### config.mk
export PLATFORM = sky130hd
export DESIGN_NAME = xcorr_peak_detect
export DESIGN_NICKNAME = d
export VERILOG_FILES = /design/src/rtl/mic_pkg.sv /design/src/rtl/argmax_track.sv /design/src/rtl/xcorr_peak_detect.sv
export SDC_FILE = /design/constraint.sdc
export NUM_CORES = 1
export LEC_CHECK = 0
export BUFFER_PORTS_ARGS = -buffer_cell sky130_fd_sc_hd__buf_4
export CAP_MARGIN = 25
export CORE_UTILIZATION = 45
export DETAILED_ROUTE_END_ITERATION = 6
export HOLD_SLACK_MARGIN = 0.08
export PLACE_DENSITY = 0.79
export SLEW_MARGIN = 5
export SYNTH_ARGS = -nofsm -noshare
export SYNTH_HDL_FRONTEND = slang
export SYNTH_SLANG_ARGS = --single-unit
### constraint.sdc
create_clock -name clk -period 6.9 [get_ports clk]
set_input_delay 0.345 -clock clk [delete_from_list [all_inputs] [get_ports clk]]
set_output_delay 0.345 -clock clk [all_outputs]
set_load 0.05 [all_outputs]
### src/rtl/mic_pkg.sv
// Shared constants and types for the mic-subsystem correlation back end.
//   DATA_W / LAG_W / MAX_LAG : default widths and lag range
//   NUM_LAGS                 : correlation results per frame (2*MAX_LAG+1)
//   DATA_MIN                 : most negative DATA_W value, the running-max seed
//   xcorr_state_e            : peak-detector state encoding
//   idx_width()              : index counter width for a given frame length
package mic_pkg;

  localparam int unsigned DATA_W   = 32;
  localparam int unsigned LAG_W    = 6;
  localparam int unsigned MAX_LAG  = 31;
  localparam int unsigned NUM_LAGS = 2 * MAX_LAG + 1;

  localparam logic [DATA_W-1:0] DATA_MIN = {1'b1, {(DATA_W - 1){1'b0}}};

  typedef enum logic [1:0] {
    StIdle  = 2'd0,
    StAccum = 2'd1,
    StDone  = 2'd2
  } xcorr_state_e;

  function automatic int unsigned idx_width(input int unsigned n);
    return (n > 1) ? $clog2(n) : 1;
  endfunction

endpackage

### src/rtl/argmax_track.sv
// Signed running-maximum register with index capture.
//   clk, rst  : clock, synchronous active-high reset (clears to zero)
//   clr       : seed the running max with the most negative value, index 0
//   en        : offer data/idx as a candidate this cycle
//   data, idx : candidate value and its index
//   next_max  : running max including the current candidate (combinational)
//   next_idx  : index of next_max (combinational)
// Only a strictly greater candidate replaces the stored one, so ties keep the
// earliest index.
module argmax_track #(
  parameter int unsigned DATA_W = mic_pkg::DATA_W,
  parameter int unsigned IDX_W  = 6
) (
  input  logic                     clk,
  input  logic                     rst,
  input  logic                     clr,
  input  logic                     en,
  input  logic signed [DATA_W-1:0] data,
  input  logic        [IDX_W-1:0]  idx,
  output logic signed [DATA_W-1:0] next_max,
  output logic        [IDX_W-1:0]  next_idx
);
  import mic_pkg::*;

  localparam logic signed [DATA_W-1:0] ClrVal = {1'b1, {(DATA_W - 1){1'b0}}};

  logic signed [DATA_W-1:0] max_q;
  logic        [IDX_W-1:0]  idx_q;
  logic                     take;

  always_comb begin
    take     = en && (data > max_q);
    next_max = take ? data : max_q;
    next_idx = take ? idx : idx_q;
  end

  always_ff @(posedge clk) begin
    if (rst) begin
      max_q <= '0;
      idx_q <= '0;
    end else if (clr) begin
      max_q <= ClrVal;
      idx_q <= '0;
    end else begin
      max_q <= next_max;
      idx_q <= next_idx;
    end
  end

endmodule

### src/rtl/xcorr_peak_detect.sv
// Peak picker for the serial cross-correlation result stream.
//   clk, rst    : 60 MHz processing clock, synchronous active-high reset
//   frame_start : pulse arming a new frame (aborts a frame in progress)
//   res_valid   : correlation result strobe
//   res_data    : signed correlation result for the next lag
//   threshold   : signed acceptance level, quasi-static
//   lag_diff    : signed lag of the last accepted peak
//   peak_val    : peak value of the last completed frame
//   lag_valid   : one-cycle pulse when a frame completes
//   peak_ok     : with lag_valid, peak exceeded threshold and lag_diff updated
//   busy        : frame being accumulated
//   frame_err   : one-cycle pulse on abort or stray result
// Results for the final lag are folded in combinationally, so all outputs are
// registered on the edge that accepts the last result.
module xcorr_peak_detect #(
  parameter int unsigned DATA_W  = mic_pkg::DATA_W,
  parameter int unsigned LAG_W   = mic_pkg::LAG_W,
  parameter int unsigned MAX_LAG = mic_pkg::MAX_LAG
) (
  input  logic                     clk,
  input  logic                     rst,
  input  logic                     frame_start,
  input  logic                     res_valid,
  input  logic signed [DATA_W-1:0] res_data,
  input  logic signed [DATA_W-1:0] threshold,
  output logic signed [LAG_W-1:0]  lag_diff,
  output logic signed [DATA_W-1:0] peak_val,
  output logic                     lag_valid,
  output logic                     peak_ok,
  output logic                     busy,
  output logic                     frame_err
);
  import mic_pkg::*;

  localparam int unsigned NumLags = 2 * MAX_LAG + 1;
  localparam int unsigned IdxW    = idx_width(NumLags);
  localparam logic [IdxW-1:0]        LastIdx = IdxW'(NumLags - 1);
  localparam logic signed [LAG_W:0]  MaxLagS = (LAG_W + 1)'(MAX_LAG);

  xcorr_state_e state_q, state_d;
  logic [IdxW-1:0] idx_q, idx_d;

  logic signed [LAG_W-1:0]  lag_diff_q;
  logic signed [DATA_W-1:0] peak_val_q;
  logic                     lag_valid_q;
  logic                     peak_ok_q;
  logic                     frame_err_q;

  logic                     accept;
  logic                     last;
  logic                     err_d;
  logic                     peak_ok_d;
  logic signed [DATA_W-1:0] next_max;
  logic        [IdxW-1:0]   next_idx;
  logic signed [LAG_W:0]    lag_ext;
  logic                     lag_msb_unused;

  argmax_track #(
    .DATA_W (DATA_W),
    .IDX_W  (IdxW)
  ) u_argmax (
    .clk      (clk),
    .rst      (rst),
    .clr      (frame_start),
    .en       (accept),
    .data     (res_data),
    .idx      (idx_q),
    .next_max (next_max),
    .next_idx (next_idx)
  );

  // Widened by one bit so idx - MAX_LAG cannot wrap before truncation.
  assign lag_ext        = $signed((LAG_W + 1)'(next_idx)) - MaxLagS;
  assign lag_msb_unused = lag_ext[LAG_W];

  always_comb begin
    state_d   = state_q;
    idx_d     = idx_q;
    // A restart wins over a coincident sample, which is dropped.
    accept    = (state_q == StAccum) && res_valid && !frame_start;
    last      = accept && (idx_q == LastIdx);
    err_d     = (res_valid && (state_q != StAccum)) || (frame_start && (state_q == StAccum));
    peak_ok_d = last && (next_max > threshold);

    unique case (state_q)
      StIdle:  if (frame_start) state_d = StAccum;
      StAccum: begin
        if (frame_start) state_d = StAccum;
        else if (last)   state_d = StDone;
      end
      StDone:  state_d = frame_start ? StAccum : StIdle;
      default: state_d = StIdle;
    endcase

    if (frame_start) idx_d = '0;
    else if (accept) idx_d = last ? '0 : idx_q + 1'b1;
  end

  always_ff @(posedge clk) begin
    if (rst) begin
      state_q     <= StIdle;
      idx_q       <= '0;
      lag_diff_q  <= '0;
      peak_val_q  <= '0;
      lag_valid_q <= 1'b0;
      peak_ok_q   <= 1'b0;
      frame_err_q <= 1'b0;
    end else begin
      state_q     <= state_d;
      idx_q       <= idx_d;
      lag_valid_q <= last;
      peak_ok_q   <= peak_ok_d;
      frame_err_q <= err_d;
      if (last)      peak_val_q <= next_max;
      if (peak_ok_d) lag_diff_q <= lag_ext[LAG_W-1:0];
    end
  end

  assign lag_diff  = lag_diff_q;
  assign peak_val  = peak_val_q;
  assign lag_valid = lag_valid_q;
  assign peak_ok   = peak_ok_q;
  assign frame_err = frame_err_q;
  assign busy      = (state_q == StAccum);

endmodule

# After elaboration in Yosys (flattened, before gate mapping)
# Cells that the tools add are included.
[totals]
output_inout_bits = 42
in_bits = 68
register_bits = 87
[op_classes]
order_cmp = 2
n_reduce_logical = 12
n_mux = 9
n_addsub = 2
eq_ne = 6
[op_table]
columns = ["operator", "n"]
rows = [
  ["greater-than comparator 32 bit", 2],
  ["two-way mux 32 bit", 2],
  ["two-way mux 6 bit", 2],
  ["logical AND 1 bit", 7],
  ["adder 6 x 1 -> 6 bit, second input constant", 1],
  ["== test 6 bit, second input constant", 1],
  ["two-way mux 2 bit", 3],
  ["one-hot mux 2 bit (3 select lines)", 1],
  ["subtractor 6 x 5 -> 6 bit, second input constant", 1],
  ["inequality test 3 x 2 -> 1 bit, second input constant", 1],
  ["== test 2 x 1 -> 1 bit, second input constant", 1],
  ["== test 2 bit, second input constant", 1],
  ["logical NOT 2 bit", 1],
  ["inequality test 2 x 1 -> 1 bit, second input constant", 1],
  ["inequality test 2 bit, second input constant", 1],
  ["AND reduction 2 bit", 1],
  ["OR reduction 2 bit", 1],
  ["logical NOT 1 bit", 1],
  ["logical OR 1 bit", 1],
  ["two-way mux 1 bit", 1],
]

# Logic depth before layout (Yosys ltp)
# Gate-level depths: netlist of the first run.
[logic_depth]
ltp_word = 7
mapped_depth = 21
mapped_depth_nobuf = 19

# Cells and area by module
# A second synthesis of the first run with hierarchy kept.
[unflattened]
cells_unflattened = 661
area_unflattened_um2 = 5557.8
[modules_own_cells]
columns = ["mod", "cells_each", "area_each_um2", "instances"]
rows = [
  ["argmax_track", 325, 2815.2, 1],
  ["xcorr_peak_detect", 336, 2742.6, 1],
]

# Worst setup path before layout of the first run
# Ideal clock, no wire load.
[synth_timing]
path_kind = "input to register"
from = "input port res_data[14]"
to = "register lag_diff_q[3] (netlist: lag_diff[3])"
n_path_buf = 1
path_slack_ns = 2.477
setup_time_ns = 0.075
t_arrival_ns = 4.348
cell_stages = 19
cell_sequence = "ha_1 -> a21oi_1 -> nand2_1 -> a221o_1 -> o31ai_4 -> nand4b_4 -> nand2_4 -> buf_4 -> mux2i_1 -> inv_1 -> ha_1 -> nand4_1 -> nor4_1 -> nand4_1 -> o31ai_1 -> nor4b_1 -> nor3b_4 -> nand2_1 -> o22ai_1"
[synth_between]
elab_chain_len = 5
elab_cells_between_ends = 7
[synth_rtl]
columns = ["item", "line", "source"]
rows = [
  ["from (decl)", "xcorr_peak_detect.sv:24", "input logic signed [DATA_W-1:0] res_data,"],
  ["greater-than comparator 32 bit", "argmax_track.sv:32", "take = en && (data > max_q);"],
  ["logical AND 1 bit", "argmax_track.sv:32", ""],
  ["two-way mux 32 bit", "argmax_track.sv:33", "next_max = take ? data : max_q;"],
  ["via next_max[25]", "xcorr_peak_detect.sv:53", "logic signed [DATA_W-1:0] next_max;"],
  ["greater-than comparator 32 bit", "xcorr_peak_detect.sv:83", "peak_ok_d = last && (next_max > threshold);"],
  ["logical AND 1 bit", "xcorr_peak_detect.sv:83", ""],
  ["to (signal assigned)", "xcorr_peak_detect.sv:115", "if (peak_ok_d) lag_diff_q <= lag_ext[LAG_W-1:0];"],
  ["to (decl)", "xcorr_peak_detect.sv:43", "logic signed [LAG_W-1:0] lag_diff_q;"],
]
# The timed path passes the listed nets, and every way through them passes these cells.
# A chain may end at the register's enable or synchronous reset.

# Worst setup path after layout of the first run
[layout_timing]
from = "register u_argmax.max_q[14]"
to = "register lag_diff_q[4] (netlist: lag_diff[4])"
[layout_between]
elab_chain_len = 5
elab_cells_between_ends = 7
[layout_rtl]
columns = ["item", "line", "source"]
rows = [
  ["from (decl)", "argmax_track.sv:27", "logic signed [DATA_W-1:0] max_q;"],
  ["from (signal assigned)", "argmax_track.sv:42", "max_q <= ClrVal;"],
  ["from (signal assigned)", "argmax_track.sv:45", "max_q <= next_max;"],
  ["greater-than comparator 32 bit", "argmax_track.sv:32", ""],
  ["logical AND 1 bit", "argmax_track.sv:32", ""],
  ["two-way mux 32 bit", "argmax_track.sv:33", ""],
  ["via next_max[29]", "xcorr_peak_detect.sv:53", ""],
  ["greater-than comparator 32 bit", "xcorr_peak_detect.sv:83", ""],
  ["logical AND 1 bit", "xcorr_peak_detect.sv:83", ""],
]
# The timed path passes the listed nets, and every way through them passes these cells.

==> flow_metrics.py, run 1 <==
metrics = {
    "status": {
        "outcome": "completed",
    },
    "sta": {
        "fin_crit_sh": 0.761,
        "worst_hold_slack_ns": 0.242,
        "fmax_mhz": 191,
        "layout_setup_ws_ns": 1.65,
        "worst_slew_pin_slew_ns": 0.604,
        "maxSlewHeadroom": 0.597,
        "rsz0062_at_grt": "no",
        "report.final.slew_viol_count": 0,
        "tns_ns": 0,
        "fin_worst_skew_ns": 0.00870,
        "hold_viol": 0,
        "setup_viol": 0,
        "post-route-min-period_ns": 5.25,
    },
    "critical_path": {
        "path_max_fanout": 26,
        "critPathMaxStageDelay_ns": 0.46,
        "start_kind": "register",
        "crit_path_end_kind": "register",
        "path_cells": "inv_1, ha_1, a21oi_1, nand2_1, a221o_1, o31ai_4, nand4b_4, nand2_4, mux2i_1, inv_1, ha_1, nand4_1, nor4_1, nand4_1, o31ai_1, nor4b_1, nor3b_4, nand2_1, o22ai_1",
        "cp_data_arrival_time_ns": 5.52,
        "slowest_stage": "nor4_1",
        "worstPathRequired_ns": 7.17,
        "crit_type": "register to register",
    },
    "grt": {
        "grt.overflow.total": 0,
        "antenna_found_initial": 0,
        "grt_pass1_wl_mm": 20.9,
        "grt_max_degree": 69,
        "grt_pass1_vias": 4467,
        "grt_usage": 0.230,
    },
    "floorplan": {
        "core_um2": 10900,
        "dieWidth_um": 108,
        "ioPinCount": 110,
        "die-area_um2": 11800,
        "start_util": 0.466,
        "fp-row-count": 38,
        "die_h_um": 108,
    },
    "clock_network": {
        "cts_setup_buffers": 0,
        "root_buffer": "clkbuf_16",
        "htreeDepth": 3,
        "clockBufferDepth": 2,
        "clock_latency_ns": 0.35,
        "cts_hold_buf": 0,
        "clk_pin_slew_worst_paths_ns": 0.07,
        "cts_tree": "done",
        "ctsResizeCount": 0,
        "cts_inserted_buffers": 9,
        "clock_sinks": 87,
    },
    "yosys": {
        "ys_seq_area_frac": 0.342,
        "syn_avg_cell_area_um2": 8.44,
        "synth_cell_type_count": 52,
        "yosys.area.top_type": "dfxtp_1",
        "synth_top_area_frac": 0.342,
        "syn_area_um2": 5100,
        "synth_edf_count": 0,
        "synthArstFlopShare": 0,
        "synth_cells": 604,
        "syn_nets": 739,
        "ys_seq_elements": 87,
        "yosysWarnings": 0,
        "synth_flop_cell": "dfxtp_1",
        "synth.area.top_cells": "dfxtp_1, ha_1, inv_1",
    },
    "pwr": {
        "powerDensity_nw_per_um2": 188,
        "ir_drop_mv": 0.129,
        "combPwrFrac": 0.121,
        "p_seq_frac": 0.425,
        "p_leak_nw": 3.04,
        "p_clk_frac": 0.454,
        "p_int_mw": 0.901,
        "p_sw_frac": 0.245,
        "p_sw_mw": 0.292,
    },
    "placement": {
        "post-place-ws_ns": 1.65,
        "dp_hpwl_mm": 9.83,
        "io_buffers": 109,
        "placed_area_um2": 6020,
        "routabilityCongestion": 0.915,
    },
    "worst_hold_path": {
        "hp-class": "input port to register",
    },
    "layout": {
        "final_cell_mix": "buf_4, inv_1, dfxtp_1",
        "drive_gt1_frac": 0.210,
        "antenna_cells": 0,
        "area_delta_synth_final_pct": 24.6,
        "design_area_um2": 6350,
        "finalNetCount": 840,
        "fin_util": 0.581,
        "layout_commonest_cell": "buf_4",
        "seqCellArea_um2": 1740,
        "n_fill_cell": 967,
        "multi_input_area_um2": 2860,
    },
    "drt": {
        "via_count": 4562,
        "drt_first_pass_iters": 5,
        "drtIter0Drc": 286,
        "vias_per_cell": 5.37,
        "antenna_left": 0,
        "drc": 0,
        "wl_per_cell_um": 15.2,
        "routed_wl_mm": 13.0,
    },
    "run": {
        "max-cap-violations": 0,
    },
}
==> synth_stat cells (2+ instances only) <==
master and count:
clkbuf_1 18, nor4_1 2, xnor2_1 6, nand2b_1 3, xor2_1 4, o211ai_1 3
and3_1 4, nor2_1 46, a21oi_2 3, a21o_1 2, nand4_1 18, dfxtp_1 87
o21ai_0 42, nand2_1 25, a21oi_1 62, ha_1 67, o22ai_1 3, o21bai_1 2
nand3_1 18, buf_4 2, o31ai_1 2, mux2i_1 30, nor3_1 13, and2b_1 2
a211oi_1 4, o221ai_1 2, mux2i_2 5, inv_1 101, nor2b_1 5
==> critical path: cells and delay by family, from the launching register on <==
kind	cells	cell delay [ns]
AND/OR/NAND/NOR	9	2.20
AO/OA/AOI/OAI	5	1.46
adder cells (fa/ha/maj)	2	0.60
multiplexers	1	0.40
flip-flops	1	0.33
buffers and inverters	2	0.15
==> path summary, 6_finish.rpt <==
| path | to | slack [ns] | startpoint | cells past startpoint |
|---|---|---|---|---|
| worst max-delay path | lag_diff[4]$_SDFFE_PP0P_ | 1.65 | u_argmax.max_q[14]$_SDFF_PP0_ | 19 |
| worst min-delay path | lag_diff[1]$_SDFFE_PP0P_ | 0.24 | rst | 2 |
| worst max register to register | lag_diff[4]$_SDFFE_PP0P_ | 1.65 | u_argmax.max_q[14]$_SDFF_PP0_ | 19 |
| worst min register to register | state_q[0]$_SDFFE_PP0P_ | 0.46 | state_q[1]$_SDFFE_PP0P_ | 1 |
==> per-stage QoR <==
step | std cells | total power, mW
after floorplan | 604 | 0.601
after global placement | 833 | 0.654
after detailed placement | 834 | 0.660
after CTS | 850 | 1.20
after global routing | 850 | 1.23
final | 850 | 1.19
==> sequential cells by signal, indices dropped and copies added (netlist names) <==
name            cells
frame_err           1
idx_q               6
lag_diff            6
lag_valid           1
peak_ok             1
peak_val           32
state_q             2
u_argmax.idx_q      6
u_argmax.max_q     32
==> per-layer routing <==
layer,vias up,track usage,part of all wire
li1,2269,-,-
met1,2116,0.286,0.44
met2,146,0.386,0.48
met3,31,0.0344,0.052
met4,0,0.113,0.031
met5,-,0,0
==> power groups by stage <==
stage	combinational, mW	clock (mW)	sequential, mW
2_1_floorplan	0.0818	0	0.519
3_3_place_gp	0.136	0	0.518
3_5_place_dp	0.142	0	0.518
4_1_cts	0.143	0.546	0.507
5_1_grt	0.159	0.565	0.507
6_report	0.144	0.542	0.507
==> final cells by class <==
type                    count  share of cell area
multi-input cells         394               0.451
clock inverters             6              0.0144
flip-flops and latches     87               0.274
repair buffers            112               0.136
well taps                 140              0.0276
clock buffers              10              0.0376
inverters                 101              0.0597
==> cells by family (layout without fill, tap and decap cells) <==
kind of cell / after synthesis / after routing / share of synthesized area
AOI/OAI and AO/OA: 135 / 135 / 0.153
xor gates and xnor gates: 10 / 10 / 0.0172
DFF: 87 / 87 / 0.342
muxes: 36 / 36 / 0.0754
and+or+nand+nor: 146 / 146 / 0.151
buffers and inverters: 123 / 229 / 0.0975
adders and majority gates: 67 / 67 / 0.164
No activity file was read; power rests on OpenSTA's default activity.
==> run 2, diff against run 1 <==
--- a/config.mk
+++ b/config.mk
@@ -5,12 +5,13 @@
 export SDC_FILE = /design/constraint.sdc
 export NUM_CORES = 1
 export LEC_CHECK = 0
+export ABC_AREA = 1
 export BUFFER_PORTS_ARGS = -buffer_cell sky130_fd_sc_hd__buf_4
 export CAP_MARGIN = 25
 export CORE_UTILIZATION = 45
 export DETAILED_ROUTE_END_ITERATION = 6
 export HOLD_SLACK_MARGIN = 0.08
-export PLACE_DENSITY = 0.79
+export PLACE_DENSITY = 0.81
 export SLEW_MARGIN = 5
 export SYNTH_ARGS = -nofsm -noshare
 export SYNTH_HDL_FRONTEND = slang
==> constraint.sdc (replaced) <==
create_clock -name clk -period 4.3 [get_ports clk]
set_input_delay 0.215 -clock clk [delete_from_list [all_inputs] [get_ports clk]]
set_output_delay 0.215 -clock clk [all_outputs]
set_load 0.05 [all_outputs]
==> run 2 against run 1 <==
The run now ends with DRC left. Synthesized area up 5.1%. Non-clock buffer count grew 7. Routed wire length down 6.3%. Critical path type unchanged. Critical endpoint is now lag_diff[3]$_SDFFE_PP0P_. Largest cell class unchanged. Largest power group is now sequential cells.
==> flow_metrics.py, run 2 <==
metrics = {
    "yosys": {
        "synth_edf_count": 0,
        "syn_avg_cell_area_um2": 7.01,
        "synth.area.top_cells": "dfxtp_1, ha_1, inv_1",
        "ys_seq_elements": 87,
        "synth_cells": 764,
        "synth_cell_type_count": 36,
        "synth_common_cells": "inv_1, nand2_1, dfxtp_1",
        "syn_nets": 899,
        "yosysWarnings": 0,
        "synth_top_area_frac": 0.325,
        "syn_area_um2": 5350,
        "synthArstFlopShare": 0,
        "synth_flop_cell": "dfxtp_1",
        "ys_seq_area_frac": 0.325,
        "synth.most_common_cell": "inv_1",
        "yosys.area.top_type": "dfxtp_1",
    },
    "floorplan": {
        "fp-row-count": 39,
        "start_util": 0.465,
        "ioPinCount": 110,
        "core_um2": 11500,
        "die_h_um": 111,
        "dieWidth_um": 111,
        "die-area_um2": 12300,
    },
    "layout": {
        "drive_gt1_frac": 0.196,
        "antenna_cells": 0,
        "fin_util": 0.579,
        "final_cell_mix": "inv_1, nand2_1, buf_4",
        "design_area_um2": 6670,
        "layout_commonest_cell": "inv_1",
        "n_fill_cell": 1100,
        "area_delta_synth_final_pct": 24.6,
        "finalNetCount": 1008,
    },
    "pwr": {
        "p_int_mw": 1.33,
        "p_clk_frac": 0.406,
        "combPwrFrac": 0.135,
        "p_sw_frac": 0.249,
        "p_total_mw": 1.77,
        "p_seq_frac": 0.459,
        "ir_drop_mv": 0.204,
        "p_sw_mw": 0.441,
        "powerDensity_nw_per_um2": 266,
        "p_leak_nw": 3.42,
    },
    "grt": {
        "grt_usage": 0.212,
        "antenna_found_initial": 0,
        "grt_max_degree": 63,
        "grt.overflow.total": 0,
        "grt_pass1_vias": 4663,
        "grt_pass1_wl_mm": 20.9,
    },
    "critical_path": {
        "reg2reg_to": "lag_diff[3]$_SDFFE_PP0P_",
        "r2r_start": "u_argmax.max_q[31]$_SDFF_PP0_",
        "reg2reg_depth": 26,
        "slowest_stage": "ha_1",
        "cpLargestDelayFamily": "simple AND/OR/NAND/NOR gates",
        "crit_type": "register to register",
        "cp_common_cell": "nand2_1",
        "worstPathRequired_ns": 4.54,
        "critPathBufInv": 5,
        "crit_path_end_kind": "register",
        "cp_data_arrival_time_ns": 4.10,
        "path_max_fanout": 26,
        "critPathMaxStageDelay_ns": 0.34,
        "worst-r2r-setup-slack_ns": 0.45,
        "start_kind": "register",
        "startpoint": "u_argmax.max_q[31]$_SDFF_PP0_",
        "crit_cells": 26,
    },
    "clock_network": {
        "cts_inserted_buffers": 9,
        "root_buffer": "clkbuf_16",
        "clock_latency_ns": 0.34,
        "htreeDepth": 3,
        "clk_pin_slew_worst_paths_ns": 0.06,
        "clock_sinks": 87,
        "cts_tree": "done",
        "clockBufferDepth": 2,
        "cts_hold_buf": 0,
    },
    "sta": {
        "setup_viol": 0,
        "post-route-min-period_ns": 3.85,
        "report.final.slew_viol_count": 0,
        "fin_worst_skew_ns": 0.00713,
        "rsz0062_at_grt": "yes",
        "layout_setup_ws_ns": 0.447,
        "fmax_mhz": 260,
        "fin_crit_sh": 0.896,
        "worst_slew_pin_slew_ns": 0.648,
        "hold_viol": 0,
        "maxSlewHeadroom": 0.565,
    },
    "drt": {
        "drc": 12,
        "routed_wl_mm": 12.1,
        "vias_per_cell": 4.74,
        "drt_first_pass_iters": 7,
        "via_count": 4827,
        "antenna_left": 0,
        "drtIter0Drc": 162,
        "wl_per_cell_um": 11.9,
    },
    "placement": {
        "post-place-ws_ns": 0.143,
        "dp_hpwl_mm": 9.43,
        "routabilityCongestion": 0.830,
        "io_buffers": 109,
        "placed_area_um2": 6340,
    },
    "status": {
        "outcome": "finished, violations left",
        "violations": "DRC",
    },
    "worst_hold_path": {
        "min_delay_worst_endpoint": "frame_err$_SDFF_PP0_",
        "hp-class": "input port to register",
        "min_path_cells": 3,
        "min_from": "res_valid",
    },
    "run": {
        "max-cap-violations": 0,
    },
}
-- run 2: area by class of cell --
class	instances	area, µm²	area share
tap	143	179	0.0268
clock buffer	13	260	0.0390
timing repair buffer	119	926	0.139
clock inverter	1	5.00	0.000750
sequential	87	1740	0.261
multi-input combinational	456	2810	0.421
inverter	200	753	0.113
-- run 2: through the flow --
| stage | TNS, ns | instances | hold WS (ns) |
|---|---|---|---|
| floorplan | 0 | 764 | 0.348 |
| global placement | 0 | 1000 | 0.443 |
| detailed placement | 0 | 1001 | 0.454 |
| CTS | 0 | 1015 | 0.132 |
| global route | -0.00265 | 1019 | 0.161 |
| finish | 0 | 1019 | 0.143 |
-- run 2: per-layer routing --
layer,up-vias,track usage,part of all wire
met5,-,0,0
met4,0,0.0883,0.026
met3,25,0.0508,0.044
met2,81,0.358,0.47
met1,2134,0.258,0.46
li1,2587,-,-
-- run 2: cell families after synthesis --
group                    Yosys count  share of synthesized area
AO/OA/AOI/OAI                    126                      0.153
flip-flops                        87                      0.325
XOR/XNOR                           2                    0.00327
AND/OR/NAND/NOR                  261                      0.204
adder cells (fa/ha/maj)           67                      0.157
buffers and inverters            221                      0.158
-- run 2: worst register-to-register path, cell delays in order (launching register included) --
cell,delay (ns)
dfxtp_1,0.31
inv_1,0.05
ha_1,0.34
nand2_1,0.10
nor2_1,0.14
nand2_1,0.10
nor2_2,0.16
nand2_1,0.10
nand3_2,0.14
nand3_4,0.15
buf_4,0.18
buf_12,0.16
nand2_1,0.09
o21ai_2,0.06
ha_1,0.32
a21oi_1,0.18
o21ai_0,0.10
a21oi_1,0.17
o21ai_1,0.11
a21oi_2,0.18
nand2_1,0.07
nand2_1,0.10
nand3_4,0.14
inv_4,0.12
nand3_1,0.08
nand2_1,0.07
inv_1,0.04
-- run 2: power by group through the flow --
stage                     Sequential (mW)  Combinational (mW)  Clock [mW]
final                               0.814               0.239       0.719
after global routing                0.814               0.273       0.769
after CTS                           0.813               0.234       0.737
after detailed placement            0.831               0.232           0
after global placement              0.831               0.225           0
after floorplan                     0.833               0.135           0
-- run 2: timing repair --
action | CTS | global route
endpoints found under the setup margin | 0 | 7
hold endpoints to repair | 0 | 0
buffers inserted | 0 | 4
resized for setup | 0 | 9
-- run 2: worst max path at each step --
stage	to	slack, ns
final	lag_diff[3]$_SDFFE_PP0P_	0.45
after global routing	lag_diff[2]$_SDFFE_PP0P_	-0.003
after CTS	lag_diff[0]$_SDFFE_PP0P_	0.14
after detailed placement	lag_diff[0]$_SDFFE_PP0P_	0.14
after global placement	lag_diff[0]$_SDFFE_PP0P_	0.23
after floorplan	lag_diff[0]$_SDFFE_PP0P_	0.75
